===== src/rtl/spi_master_ctrl_if.sv =====
// Command/response handshake and SPI pin bundle
// for spi_master_ctrl.
interface spi_master_ctrl_if #(
  parameter int ADDR_WIDTH = 7,
  parameter int DATA_WIDTH = 8
);
  logic                  cmd_valid;
  logic                  cmd_ready;
  logic                  cmd_rw;
  logic [ADDR_WIDTH-1:0] cmd_addr;
  logic [DATA_WIDTH-1:0] cmd_wdata;
  logic                  rsp_valid;
  logic [DATA_WIDTH-1:0] rsp_rdata;
  logic                  busy;
  logic                  sck;
  logic                  mosi;
  logic                  miso;
  logic                  cs_n;

  modport master (
    input  cmd_valid, cmd_rw, cmd_addr, cmd_wdata, miso,
    output cmd_ready, rsp_valid, rsp_rdata, busy,
    output sck, mosi, cs_n
  );

  modport slave (
    output cmd_valid, cmd_rw, cmd_addr, cmd_wdata, miso,
    input  cmd_ready, rsp_valid, rsp_rdata, busy,
    input  sck, mosi, cs_n
  );
endinterface


===== src/rtl/spi_master_ctrl.sv =====
// SPI register-access master: one {rw, addr, data}
// frame per command, mode 0, MSB first.
module spi_master_ctrl #(
  parameter int CLK_DIV    = 5,
  parameter int ADDR_WIDTH = 7,
  parameter int DATA_WIDTH = 8,
  parameter int CS_GAP     = 10
) (
  input logic clk,
  input logic rst,
  spi_master_ctrl_if.master bus
);
  localparam int FRAME = 1 + ADDR_WIDTH + DATA_WIDTH;
  localparam int CNT_MAX =
    (CLK_DIV > CS_GAP) ? CLK_DIV : CS_GAP;
  localparam int CW = $clog2(CNT_MAX + 1);
  localparam int TW = $clog2(2 * FRAME + 1);
  localparam logic [CW-1:0] DIV_LAST = CW'(CLK_DIV - 1);
  localparam logic [CW-1:0] GAP_LAST = CW'(CS_GAP - 1);
  localparam logic [TW-1:0] TOG_LAST = TW'(2 * FRAME - 1);

  typedef enum logic [2:0] {
    IDLE, LEAD, SHIFT, TRAIL, GAP
  } state_e;

  state_e                state_q, state_d;
  logic [CW-1:0]         cnt_q, cnt_d;
  logic [TW-1:0]         tog_q, tog_d;
  logic [FRAME-1:0]      tx_q, tx_d;
  logic [FRAME-1:0]      rx_q, rx_d;
  logic [FRAME-1:0]      frame;
  logic                  sck_q, sck_d;
  logic                  mosi_q, mosi_d;
  logic                  cs_n_q, cs_n_d;
  logic                  rsp_valid_q, rsp_valid_d;
  logic [DATA_WIDTH-1:0] rdata_q, rdata_d;
  logic                  div_done;

  assign frame = {bus.cmd_rw, bus.cmd_addr,
                  bus.cmd_rw ? {DATA_WIDTH{1'b0}}
                             : bus.cmd_wdata};
  assign div_done = (cnt_q == DIV_LAST);

  assign bus.cmd_ready = (state_q == IDLE);
  assign bus.busy      = (state_q != IDLE);
  assign bus.sck       = sck_q;
  assign bus.mosi      = mosi_q;
  assign bus.cs_n      = cs_n_q;
  assign bus.rsp_valid = rsp_valid_q;
  assign bus.rsp_rdata = rdata_q;

  always_comb begin
    state_d     = state_q;
    cnt_d       = cnt_q;
    tog_d       = tog_q;
    tx_d        = tx_q;
    rx_d        = rx_q;
    sck_d       = sck_q;
    mosi_d      = mosi_q;
    cs_n_d      = cs_n_q;
    rsp_valid_d = 1'b0;
    rdata_d     = rdata_q;
    unique case (state_q)
      IDLE: begin
        if (bus.cmd_valid) begin
          state_d = LEAD;
          cnt_d   = '0;
          tx_d    = frame;
          mosi_d  = frame[FRAME-1];
          cs_n_d  = 1'b0;
          sck_d   = 1'b0;
        end
      end
      LEAD: begin
        if (div_done) begin
          state_d = SHIFT;
          cnt_d   = '0;
          tog_d   = '0;
        end else begin
          cnt_d = cnt_q + CW'(1);
        end
      end
      SHIFT: begin
        if (div_done) begin
          cnt_d = '0;
          sck_d = ~sck_q;
          tog_d = tog_q + TW'(1);
          if (!sck_q) begin
            rx_d = {rx_q[FRAME-2:0], bus.miso};
          end else if (tog_q == TOG_LAST) begin
            state_d = TRAIL;
          end else begin
            // next bit goes out while sck is low
            tx_d   = {tx_q[FRAME-2:0], 1'b0};
            mosi_d = tx_q[FRAME-2];
          end
        end else begin
          cnt_d = cnt_q + CW'(1);
        end
      end
      TRAIL: begin
        if (div_done) begin
          state_d     = GAP;
          cnt_d       = '0;
          cs_n_d      = 1'b1;
          mosi_d      = 1'b0;
          rsp_valid_d = 1'b1;
          rdata_d     = rx_q[DATA_WIDTH-1:0];
        end else begin
          cnt_d = cnt_q + CW'(1);
        end
      end
      GAP: begin
        if (cnt_q == GAP_LAST) begin
          state_d = IDLE;
          cnt_d   = '0;
        end else begin
          cnt_d = cnt_q + CW'(1);
        end
      end
      default: state_d = IDLE;
    endcase
  end

  always_ff @(posedge clk) begin
    if (rst) begin
      state_q     <= IDLE;
      cnt_q       <= '0;
      tog_q       <= '0;
      tx_q        <= '0;
      rx_q        <= '0;
      sck_q       <= 1'b0;
      mosi_q      <= 1'b0;
      cs_n_q      <= 1'b1;
      rsp_valid_q <= 1'b0;
      rdata_q     <= '0;
    end else begin
      state_q     <= state_d;
      cnt_q       <= cnt_d;
      tog_q       <= tog_d;
      tx_q        <= tx_d;
      rx_q        <= rx_d;
      sck_q       <= sck_d;
      mosi_q      <= mosi_d;
      cs_n_q      <= cs_n_d;
      rsp_valid_q <= rsp_valid_d;
      rdata_q     <= rdata_d;
    end
  end
endmodule


===== src/flat_wrapper.sv =====
// flat-port wrapper written by rule: the top's interface ports become plain ports
module spi_master_ctrl_flat 
#(
  parameter int CLK_DIV    = 5,
  parameter int ADDR_WIDTH = 7,
  parameter int DATA_WIDTH = 8,
  parameter int CS_GAP     = 10
)
  (clk, rst, bus_cmd_valid, bus_cmd_rw, bus_cmd_addr, bus_cmd_wdata, bus_miso, bus_cmd_ready, bus_rsp_valid, bus_rsp_rdata, bus_busy, bus_sck, bus_mosi, bus_cs_n);
  spi_master_ctrl_if #(.ADDR_WIDTH(ADDR_WIDTH), .DATA_WIDTH(DATA_WIDTH)) bus_i ();
  input logic clk;
  input logic rst;
  input wire logic [$bits(bus_i.cmd_valid)-1:0] bus_cmd_valid;
  input wire logic [$bits(bus_i.cmd_rw)-1:0] bus_cmd_rw;
  input wire logic [$bits(bus_i.cmd_addr)-1:0] bus_cmd_addr;
  input wire logic [$bits(bus_i.cmd_wdata)-1:0] bus_cmd_wdata;
  input wire logic [$bits(bus_i.miso)-1:0] bus_miso;
  output wire logic [$bits(bus_i.cmd_ready)-1:0] bus_cmd_ready;
  output wire logic [$bits(bus_i.rsp_valid)-1:0] bus_rsp_valid;
  output wire logic [$bits(bus_i.rsp_rdata)-1:0] bus_rsp_rdata;
  output wire logic [$bits(bus_i.busy)-1:0] bus_busy;
  output wire logic [$bits(bus_i.sck)-1:0] bus_sck;
  output wire logic [$bits(bus_i.mosi)-1:0] bus_mosi;
  output wire logic [$bits(bus_i.cs_n)-1:0] bus_cs_n;
  assign bus_i.cmd_valid = bus_cmd_valid;
  assign bus_i.cmd_rw = bus_cmd_rw;
  assign bus_i.cmd_addr = bus_cmd_addr;
  assign bus_i.cmd_wdata = bus_cmd_wdata;
  assign bus_i.miso = bus_miso;
  assign bus_cmd_ready = bus_i.cmd_ready;
  assign bus_rsp_valid = bus_i.rsp_valid;
  assign bus_rsp_rdata = bus_i.rsp_rdata;
  assign bus_busy = bus_i.busy;
  assign bus_sck = bus_i.sck;
  assign bus_mosi = bus_i.mosi;
  assign bus_cs_n = bus_i.cs_n;
  spi_master_ctrl #(.CLK_DIV(CLK_DIV), .ADDR_WIDTH(ADDR_WIDTH), .DATA_WIDTH(DATA_WIDTH), .CS_GAP(CS_GAP)) u_core (.clk(clk), .rst(rst), .bus(bus_i));
endmodule

===== config.mk =====
export PLATFORM = sky130hd
export DESIGN_NAME = spi_master_ctrl_flat
export DESIGN_NICKNAME = d
export VERILOG_FILES = /design/src/rtl/spi_master_ctrl_if.sv /design/src/rtl/spi_master_ctrl.sv /design/src/flat_wrapper.sv
export SDC_FILE = /design/constraint.sdc
export NUM_CORES = 1
export LEC_CHECK = 0
export ABC_CLOCK_PERIOD_IN_PS = 2600
export CAP_MARGIN = 0
export CORE_MARGIN = 3
export CORE_UTILIZATION = 46
export DETAILED_ROUTE_END_ITERATION = 6
export HOLD_SLACK_MARGIN = 0.05
export PLACE_DENSITY_LB_ADDON = 0.2
export RECOVER_POWER = 100
export SYNTH_ARGS = -nofsm -noshare
export SYNTH_HDL_FRONTEND = slang
export SYNTH_SLANG_ARGS = --single-unit

===== constraint.sdc =====
create_clock -name clk -period 2.6 [get_ports clk]
set_clock_uncertainty 0.2 [all_clocks]
set_input_delay 0.52 -clock clk [delete_from_list [all_inputs] [get_ports clk]]
set_output_delay 0.52 -clock clk [all_outputs]
set_load 0.01 [all_outputs]

==> reports/qor.json <==
{
  "outcome": "finished clean",
  "clock_latency_ns": 0.29,
  "final_common_cell": "sky130_fd_sc_hd__dfxtp_1",
  "drt_wl_total_um": 4290,
  "min_period_ns": 2.45,
  "synth_cells": 250,
  "grt-ovfl-total": 0,
  "grt_util_all_layers_pct": 15.7,
  "tritoncts": "yes",
  "synth-main-ff-cell": "sky130_fd_sc_hd__dfxtp_1",
  "post_dp_cell_area_um2": 2540,
  "clk_pin_slew_worst_paths_ns": 0.09,
  "syn_to_final_growth_pct": 21.2,
  "clock_power_share_pct": 36.9,
  "floorplan.initialDensity_pct": 48.8,
  "share_of_layout_cells_above_drive_strength_1_pct": 9.68,
  "synth_largest_type_area_fraction_pct": 44.3,
  "timing.setup.critical_path_class": "reg2out",
  "synth.ff_latch_count": 48,
  "die_area_um2": 5580,
  "setup.worst_path.end_class": "output pin",
  "asyncSetResetFlopFracSynth_pct": 0,
  "synth_enable_flop_cells": 0,
  "leakagePower_uw": 0.000998,
  "max_clock_freq_ghz": 0.408,
  "max-vdd-ir-drop_v": 0.000337,
  "synth.lib_cells_used.distinct": 42,
  "post_cts.repair.setup_buffers": 0,
  "io_pins": 34,
  "drt_first_pass_iters": 4,
  "worst_pin_slew_ns": 0.662,
  "share_of_the_clock_period_used_by_the_worst_path_pct": 94.3,
  "totalNegativeSetupSlack_ns": 0,
  "final_util_pct": 59.1,
  "library_cell_occupying_the_most_area_in_the_post_synthesis_netlist": "sky130_fd_sc_hd__dfxtp_1",
  "dieHeight_um": 74.7,
  "worst_path_largest_cell_delay_ns": 0.59,
  "drt_iter0_markers": 86,
  "final_cell_area_um2": 2630,
  "clk_path_buf_depth": 2,
  "routed_wire_length_per_instance_um": 13.0,
  "hold_path_class": "reg2reg",
  "worstSetupStartpointType": "flip-flop",
  "critical-path-slowest-cell": "sky130_fd_sc_hd__dlygate4sd3_1",
  "overall_via_count_from_detail_route": 1835,
  "die_x_um": 74.7,
  "via_per_inst": 5.54,
  "final.setup.worst_slack_ns": 0.147,
  "ys.warnings.count": 0,
  "initial_antenna_violation_count": 0,
  "post_detailed_route_count_of_antenna_violating_nets": 0,
  "p_sw_share_pct": 22.2,
  "maximum_number_of_pins_on_one_net_before_global_route_repair": 49,
  "fin_worst_hold_slack_ns": 0.255,
  "internal_dissipation_uw": 1120,
  "syn_nets": 274,
  "place.gp.congestion": 0.765,
  "port_buffers": 33,
  "drv_slew": 0,
  "crit_path_max_fanout": 10,
  "tritoncts_num_sinks": 48,
  "worst_ep_arrival_time_ns": 1.73,
  "dp_hpwl_um": 2920,
  "mostFrequentLayoutCells": "sky130_fd_sc_hd__dfxtp_1, sky130_fd_sc_hd__nor2_1, sky130_fd_sc_hd__nand2_1, sky130_fd_sc_hd__a21oi_1, sky130_fd_sc_hd__clkdlybuf4s50_1",
  "power.density_nw_per_um2": 546,
  "detail_route.drc_violations": 0,
  "timing.slew.headroom_pct": 55.6,
  "setup_viol": 0,
  "crit_required_ns": 1.88,
  "timing.max_cap.violations": 0,
  "num_rows": 24,
  "syn_area_um2": 2170,
  "power.switching_uw": 318,
  "syn_area_per_cell_um2": 8.68,
  "pwr-share-comb_pct": 9.1,
  "root_buffer": "sky130_fd_sc_hd__clkbuf_8",
  "detailedPlace.worstSlack_ns": 0.295,
  "postCtsResizedCells": 0,
  "grt_setup_unrepaired": "no",
  "design.core.area_um2": 4440,
  "top_cells_by_area_in_the_synthesized_netlist": "sky130_fd_sc_hd__dfxtp_1, sky130_fd_sc_hd__o221a_2, sky130_fd_sc_hd__nor2_1",
  "cts_made_buffers": 5,
  "grt_pass1_wl_um": 6990,
  "cts-htree-levels": 2,
  "grt_pass1_vias": 1607,
  "cp_cell_sequence": "or3_1 > inv_1 > dlygate4sd3_1",
  "sequential_fraction_of_the_synthesis_area_pct": 44.3,
  "layout.filler_cells": 416,
  "insertedDiodeCount": 0,
  "pwr-share-seq_pct": 54.0,
  "ctsHoldBuffers": 0,
  "timing.final.hold_violations": 0,
  "final_net_count": 302
}
-- power groups by stage --
| stage | Sequential [uW] | Combinational [uW] | Clock [uW] |
|---|---|---|---|
| 3_3_place_gp | 792 | 134 | 0 |
| 5_1_grt | 778 | 144 | 573 |
| 3_5_place_dp | 791 | 134 | 0 |
| 6_report | 775 | 130 | 529 |
| 4_1_cts | 775 | 136 | 547 |
| 2_1_floorplan | 787 | 79.3 | 0 |
-- worst max-delay path, delay by kind of cell, from the launching register on --
family	cells	cell delay (ns)
buffers and inverters	2	0.64
and+or+nand+nor	1	0.39
DFF	1	0.40
-- synthesized netlist by cell type (2+ instances only) --
cell type and count:
sky130_fd_sc_hd__dfxtp_1 48, sky130_fd_sc_hd__nor2_1 34, sky130_fd_sc_hd__nand2_1 28, sky130_fd_sc_hd__a21oi_1 23, sky130_fd_sc_hd__clkbuf_1 13, sky130_fd_sc_hd__o221a_2 13, sky130_fd_sc_hd__nand2b_1 9, sky130_fd_sc_hd__mux2i_1 8
sky130_fd_sc_hd__nand3_1 8, sky130_fd_sc_hd__nand3b_1 6, sky130_fd_sc_hd__a31oi_1 5, sky130_fd_sc_hd__nor3_1 5, sky130_fd_sc_hd__buf_2 4, sky130_fd_sc_hd__ha_1 4, sky130_fd_sc_hd__o211ai_1 4, sky130_fd_sc_hd__or3_1 4
sky130_fd_sc_hd__inv_1 3, sky130_fd_sc_hd__o21ai_0 3, sky130_fd_sc_hd__a211oi_1 2, sky130_fd_sc_hd__a22oi_1 2, sky130_fd_sc_hd__buf_6 2, sky130_fd_sc_hd__nor3b_1 2
-- flip-flops by register name, indices dropped and copies added (netlist names) --
signal                flops
u_core.bus.cs_n           1
u_core.bus.mosi           1
u_core.bus.rsp_rdata      8
u_core.bus.rsp_valid      1
u_core.bus.sck            1
u_core.cnt_q              4
u_core.rx_q               8
u_core.state_q            3
u_core.tog_q              6
u_core.tx_q              15
-- metrics by stage --
step                power, uW  cells
floorplan                 866    250
global placement          926    323
detailed placement        926    323
CTS                      1460    331
global route             1490    331
finish                   1430    331
-- area by class of cell --
type                       count  area, um2  area share (%)
timing repair buffer          40        385            14.7
tap                           52       65.1            2.48
clock inverter                 3       42.5            1.62
sequential                    48        961            36.6
inverter                       3       11.3           0.428
multi-input combinational    180       1090            41.6
clock buffer                   5       68.8            2.62
-- layer usage --
metal	part of all wire (%)	GRT usage, %	wire [um]	up-vias
met3	5.0	3.60	213	6
met1	49	21.5	2120	845
li1	-	-	-	945
met5	0	0	0	-
met2	45	25.3	1920	39
met4	0.89	3.56	38	0
-- cells by family (layout without fill, tap and decap cells) --
family          after synthesis  count (layout)  share of synthesized area (%)
flops                        48              48                           44.3
xor+xnor                      2               2                          0.808
buf+inv                      22              51                           4.73
compound gates               58              58                           19.3
mux                           8               8                           3.69
fa+ha+maj                     4               4                           2.31
simple gates                108             108                           24.9
-- worst paths after layout --
kind                                         startpoint                      end  slack [ns]  cells past startpoint
worst min-delay path            u_core.bus.rsp_rdata[1]  u_core.bus.rsp_rdata[1]        0.25                      2
worst min register to register  u_core.bus.rsp_rdata[1]  u_core.bus.rsp_rdata[1]        0.25                      2
worst max-delay path                  u_core.state_q[1]            bus_cmd_ready        0.15                      3
worst max register to register        u_core.state_q[1]           u_core.tx_q[4]        0.31                      6
No activity file was read; power rests on OpenSTA's default activity.
